===== config.mk =====
export PLATFORM = sky130hd
export DESIGN_NAME = conv_row_scheduler
export DESIGN_NICKNAME = d
export VERILOG_FILES = /design/src/rtl/conv_row_scheduler.sv
export SDC_FILE = /design/constraint.sdc
export NUM_CORES = 1
export LEC_CHECK = 0
export ABC_AREA = 1
export CAP_MARGIN = 25
export CORE_MARGIN = 3
export CORE_UTILIZATION = 55
export DETAILED_ROUTE_END_ITERATION = 16
export GPL_ROUTABILITY_DRIVEN = 0
export PLACE_DENSITY = 0.78
export SLEW_MARGIN = 20
export SYNTH_ARGS = -nofsm -noshare
export SYNTH_HDL_FRONTEND = slang
export SYNTH_SLANG_ARGS = --single-unit

===== constraint.sdc =====
create_clock -name clk -period 7.4 [get_ports clk]
set_clock_uncertainty 0.1 [all_clocks]
set_input_delay 0.74 -clock clk [delete_from_list [all_inputs] [get_ports clk]]
set_output_delay 0.74 -clock clk [all_outputs]
set_load 0.01 [all_outputs]

===== src/rtl/conv_row_scheduler.sv =====
// conv_row_scheduler: top-level sequencer for one row-stationary PE row.
// Latches a layer config on start, validates it, loads K weights into the
// PE row, streams one ifmap row per output row and lets the PE pipeline
// drain after each row before moving on.
//
// Ports:
//   clk, rstn          clock (rising edge), asynchronous active-low reset
//   start, abort       layer start pulse (IDLE only), synchronous abort
//   cfg_kernel_size    K, kernel width
//   cfg_ifmap_width    W, ifmap row length
//   cfg_out_rows       R, number of output rows
//   ifm_ready          ifmap buffer has data this cycle
//   wgt_rd_en/addr     weight buffer read strobe and address
//   ifm_rd_en/addr     ifmap buffer read strobe (one beat) and address
//   pe_en              PE enable, one cycle after each ifmap beat
//   kernel_size        K of the last accepted config, to the PE controllers
//   busy, done, cfg_err  status: not idle / layer finished / config rejected
module conv_row_scheduler #(
  parameter int ADDR_WIDTH = 10,
  parameter int CNT_WIDTH  = 8,
  parameter int DRAIN_LAT  = 2
) (
  input  logic                  clk,
  input  logic                  rstn,
  input  logic                  start,
  input  logic                  abort,
  input  logic [CNT_WIDTH-1:0]  cfg_kernel_size,
  input  logic [CNT_WIDTH-1:0]  cfg_ifmap_width,
  input  logic [CNT_WIDTH-1:0]  cfg_out_rows,
  input  logic                  ifm_ready,
  output logic                  wgt_rd_en,
  output logic [ADDR_WIDTH-1:0] wgt_rd_addr,
  output logic                  ifm_rd_en,
  output logic [ADDR_WIDTH-1:0] ifm_rd_addr,
  output logic                  pe_en,
  output logic [CNT_WIDTH-1:0]  kernel_size,
  output logic                  busy,
  output logic                  done,
  output logic                  cfg_err
);

  typedef enum logic [2:0] {
    S_IDLE   = 3'd0,
    S_CFG    = 3'd1,
    S_LOAD_W = 3'd2,
    S_RUN    = 3'd3,
    S_DRAIN  = 3'd4,
    S_DONE   = 3'd5
  } state_t;

  localparam int                   PROD_W     = ADDR_WIDTH + CNT_WIDTH;
  localparam logic [CNT_WIDTH-1:0] ONE_C      = CNT_WIDTH'(1);
  localparam logic [CNT_WIDTH-1:0] DRAIN_LAST = CNT_WIDTH'(DRAIN_LAT - 1);

  state_t               state_q, state_d;
  logic [CNT_WIDTH-1:0] k_q, k_d, w_q, w_d, r_q, r_d;
  logic [CNT_WIDTH-1:0] ks_q, ks_d;
  logic [CNT_WIDTH-1:0] cnt_q, cnt_d;   // LOAD_W weight index / DRAIN cycle count
  logic [CNT_WIDTH-1:0] row_q, row_d;
  logic [CNT_WIDTH-1:0] col_q, col_d;
  logic                 pe_en_q;

  logic                 cfg_bad_s;
  logic                 beat_s;
  logic [PROD_W-1:0]    prod_s;

  assign cfg_bad_s = (k_q == '0) || (w_q == '0) || (r_q == '0) || (k_q > w_q);
  assign beat_s    = (state_q == S_RUN) && ifm_ready;
  // Full-width product so row*W never overflows before the deliberate wrap.
  assign prod_s    = PROD_W'(row_q) * PROD_W'(w_q) + PROD_W'(col_q);

  assign wgt_rd_en   = (state_q == S_LOAD_W);
  assign wgt_rd_addr = (state_q == S_LOAD_W) ? ADDR_WIDTH'(cnt_q) : '0;
  assign ifm_rd_en   = beat_s;
  assign ifm_rd_addr = (state_q == S_RUN) ? prod_s[ADDR_WIDTH-1:0] : '0;
  assign pe_en       = pe_en_q;
  assign kernel_size = ks_q;
  assign busy        = (state_q != S_IDLE);
  assign done        = (state_q == S_DONE);
  assign cfg_err     = (state_q == S_CFG) && cfg_bad_s;

  // Next-state and counter logic; abort overrides every other transition.
  always_comb begin
    state_d = state_q;
    k_d     = k_q;
    w_d     = w_q;
    r_d     = r_q;
    ks_d    = ks_q;
    cnt_d   = cnt_q;
    row_d   = row_q;
    col_d   = col_q;
    case (state_q)
      S_IDLE: begin
        if (start && !abort) begin
          k_d     = cfg_kernel_size;
          w_d     = cfg_ifmap_width;
          r_d     = cfg_out_rows;
          state_d = S_CFG;
        end else begin
          state_d = S_IDLE;
        end
      end
      S_CFG: begin
        if (cfg_bad_s) begin
          state_d = S_IDLE;
        end else begin
          ks_d    = k_q;
          cnt_d   = '0;
          state_d = S_LOAD_W;
        end
      end
      S_LOAD_W: begin
        if (cnt_q == k_q - ONE_C) begin
          cnt_d   = '0;
          row_d   = '0;
          col_d   = '0;
          state_d = S_RUN;
        end else begin
          cnt_d = cnt_q + ONE_C;
        end
      end
      S_RUN: begin
        if (beat_s) begin
          if (col_q == w_q - ONE_C) begin
            col_d   = '0;
            cnt_d   = '0;
            state_d = S_DRAIN;
          end else begin
            col_d = col_q + ONE_C;
          end
        end else begin
          col_d = col_q;
        end
      end
      S_DRAIN: begin
        if (cnt_q == DRAIN_LAST) begin
          cnt_d = '0;
          if (row_q == r_q - ONE_C) begin
            state_d = S_DONE;
          end else begin
            row_d   = row_q + ONE_C;
            state_d = S_RUN;
          end
        end else begin
          cnt_d = cnt_q + ONE_C;
        end
      end
      S_DONE: begin
        cnt_d   = '0;
        row_d   = '0;
        col_d   = '0;
        state_d = S_IDLE;
      end
      default: begin
        state_d = S_IDLE;
      end
    endcase
    if (abort && (state_q != S_IDLE)) begin
      state_d = S_IDLE;
      cnt_d   = '0;
      row_d   = '0;
      col_d   = '0;
    end else begin
      cnt_d = cnt_d;
    end
  end

  // State, config, counter and pe_en registers.
  always_ff @(posedge clk or negedge rstn) begin
    if (!rstn) begin
      state_q <= S_IDLE;
      k_q     <= '0;
      w_q     <= '0;
      r_q     <= '0;
      ks_q    <= '0;
      cnt_q   <= '0;
      row_q   <= '0;
      col_q   <= '0;
      pe_en_q <= 1'b0;
    end else begin
      state_q <= state_d;
      k_q     <= k_d;
      w_q     <= w_d;
      r_q     <= r_d;
      ks_q    <= ks_d;
      cnt_q   <= cnt_d;
      row_q   <= row_d;
      col_q   <= col_d;
      pe_en_q <= beat_s;
    end
  end

endmodule


==> flow_summary.json <==
{
  "layout.cell_area.non_filler_um2": 6710,
  "drt.antenna.violating_nets": 0,
  "layout.cells.most_common_list": "242 x nand2_1, 142 x inv_1, 63 x nor2_1",
  "drcViolationCount": 0,
  "die_width_um": 110,
  "cts.clk_slew.worst_paths_ns": 0.08,
  "cp_slowest_cell": "dfrtp_1",
  "worstSetupStartpointType": "flip-flop",
  "cts.repair_timing.setup_buffer_count": 0,
  "dieHeight_um": 110,
  "clock_sinks": 60,
  "synth_ff_type": "dfrtp_1",
  "share_of_post_route_cells_with_drive_strength_above_1": 0.0820,
  "crit_fanout": 11,
  "synthTopCellsByArea": "dfrtp_1 25%, nand2_1 15%, fa_1 10%, inv_1 9.0%, ha_1 7.8%",
  "tritoncts": "done",
  "max-slew-margin-rel": 0.476,
  "rsz0062_at_grt": "false",
  "antenna_found_initial": 0,
  "placement.io_buffers": 60,
  "initialDrtViolationCount": 307,
  "std_cell_rows": 37,
  "max-clock-path-buffers": 2,
  "average_wire_per_standard_cell_um": 13.1,
  "first_pass_grt_wire_length_um": 23200,
  "dr_total_vias": 5248,
  "status": "complete, no violations",
  "cts-root-buf": "clkbuf_8",
  "worstPathArrival_ns": 4.81,
  "share_clk_of_total_power": 0.151,
  "seq_area_frac_synth": 0.254,
  "initial_core_util": 0.569,
  "post_synth_inst_count": 836,
  "cp-startpoint": "row_q[5]",
  "synth_enable_flop_cells": 0,
  "net_switching_uw": 883,
  "synth-warning-count": 0,
  "power.total_uw": 1780,
  "timing.final.setup_violations": 0,
  "period_minus_slack_ns": 5.65,
  "power.density_nw_per_um2": 265,
  "cts_buffers": 9,
  "critical_path.endpoint_type": "output pin",
  "placedInstanceArea_um2": 6540,
  "timing.final.crit_share": 0.763,
  "finalHoldViolCount": 0,
  "ys_seq_elements": 60,
  "syn-mean-instance-area_um2": 7.08,
  "floorplan.core_area_um2": 10400,
  "routed_via_density": 5.12,
  "internal_power_uw": 893,
  "grt_max_degree": 61,
  "synth_top_area_cell": "dfrtp_1",
  "min_from": "kernel_size[6]",
  "slew_violations": 0,
  "finalSetupTns_ns": 0,
  "num-nets-final": 982,
  "die_area_um2": 12000,
  "dp.final_hpwl_um": 10500,
  "combinationalPowerShare": 0.527,
  "synth_top_area_share": 0.254,
  "cp_cell_sequence": "nand2_1 -> fa_1 -> inv_1 -> fa_1 -> inv_1 -> fa_1 -> fa_1 -> inv_1 -> ha_1 -> a21oi_1 -> inv_1 -> nand2_1 -> nand2_1 -> a21oi_1 -> a21oi_1 -> nor2_1 -> clkdlybuf4s50_1",
  "globalRouteTotalUtil": 0.245,
  "holdCritPathClass": "reg2reg",
  "post_cts_resize_count": 0,
  "worstSetupPathType": "reg2out",
  "antenna_cells": 0,
  "seq_power_share": 0.322,
  "grt_pass1_vias": 5018,
  "area_growth_syn_to_layout_pct": 13.4,
  "critical-path-top-delay-family": "adder cells",
  "cp_data_required_time_ns": 6.56,
  "yosysUniqueCellTypes": 38,
  "critical_path.max_stage_delay_ns": 0.57,
  "grt-ovfl-total": 0,
  "final.fill_count": 953,
  "layout_commonest_cell": "nand2_1",
  "asyncSetResetFlopFracSynth": 1.00,
  "max_cap_viol_count": 0,
  "worst_r2r_startpoint": "w_q[2]",
  "top_level_ports": 63,
  "cellLeakagePower_uw": 0.00345,
  "cts.htree.levels": 3,
  "drt-pass1-iter-count": 5,
  "synth.cell_area_um2": 5920,
  "clock_insertion_delay_worst_skew_ns": 0.35,
  "worstMarginPinSlew_ns": 0.786,
  "routed_wl_um": 13500,
  "critical_path.n_buffers_inverters": 5,
  "vdd.ir_drop.worst_mv": 0.168,
  "ctsHoldBuffers": 0,
  "maxClockFrequency_mhz": 177,
  "sw_frac_of_total": 0.497
}
[cells in the mapped netlist (all sizes together) (2+ instances only)]
master,count
o21bai,11
nand3,44
fa,31
nand3b,3
clkbuf,6
ha,37
dfrtp,60
inv,161
xor2,19
nand4,25
nor2,84
o21ai,42
o31ai,2
nor4,3
a21oi,17
buf,18
nor3,6
xnor2,12
nand2,249
[power by group through the flow]
stage / Clock [uW] / Combinational (uW) / Sequential [uW]
after floorplan: 0 / 753 / 512
after global placement: 0 / 918 / 576
after detailed placement: 0 / 935 / 576
after CTS: 273 / 940 / 572
after global routing: 285 / 1070 / 590
final: 268 / 936 / 573
[layer usage]
metal | vias up | routed length (um) | global-route usage | share of wire
met5 | - | 0 | 0 | 0
met4 | 0 | 398 | 0.0944 | 0.030
met3 | 31 | 749 | 0.0335 | 0.056
met2 | 151 | 6380 | 0.412 | 0.47
met1 | 2391 | 5930 | 0.321 | 0.44
li1 | 2675 | - | - | -
[final cells by class]
cell class | instances | area [um2] | area share
Clock buffer | 9 | 124 | 0.0184
Clock inverter | 7 | 50.0 | 0.00745
Inverter | 162 | 608 | 0.0906
Multi-Input combinational cell | 591 | 3660 | 0.545
Sequential cell | 60 | 1500 | 0.224
Tap cell | 136 | 170 | 0.0253
Timing Repair Buffer | 61 | 603 | 0.0898
[flip-flops by register name, summed over array words and instances (netlist names)]
name         flops
r_q              8
w_q              8
k_q              8
col_q            8
pe_en            1
cnt_q            8
kernel_size      8
state_q          3
row_q            8
[path summary, 6_finish.rpt]
path | endpoint | cells after the start | slack [ns]
hold / removal | kernel_size[6] | 2 | 0.39
min in group asynchronous | kernel_size[2] | 2 | 0.43
max in group asynchronous | w_q[7] | 2 | 6.22
setup reg to reg | state_q[1] | 15 | 4.88
setup / recovery | ifm_rd_addr[9] | 17 | 1.75
hold reg to reg | kernel_size[6] | 2 | 0.39
[metrics by stage]
stage | instances | setup WS (ns) | hold slack [ns] | util
3_5_place_dp | 1010 | 2.14 | 0.366 | 0.628
4_1_cts | 1026 | 1.74 | 0.396 | 0.645
2_1_floorplan | 837 | 2.73 | 0.344 | -
6_report | 1026 | 1.75 | 0.389 | 0.645
3_3_place_gp | 1010 | 2.22 | 0.370 | 0.628
5_1_grt | 1026 | 1.45 | 0.408 | 0.645
[logic make-up after synthesis]
group,synth area share
XOR/XNOR,0.0497
buffers and inverters,0.130
AO/OA/AOI/OAI,0.0720
adder cells (fa/ha/maj),0.183
AND/OR/NAND/NOR,0.312
flip-flops,0.254
other,0.000633
[worst register-to-register path: cells and delay by family, from the launching register on]
kind / cells / cell delay, ns
DFF: 1 / 0.60
and+or+nand+nor: 10 / 1.07
adders and majority gates: 1 / 0.30
buffers and inverters: 3 / 0.26
AOI/OAI and AO/OA: 1 / 0.13
Note: power is estimated with default switching activity, not from simulation.
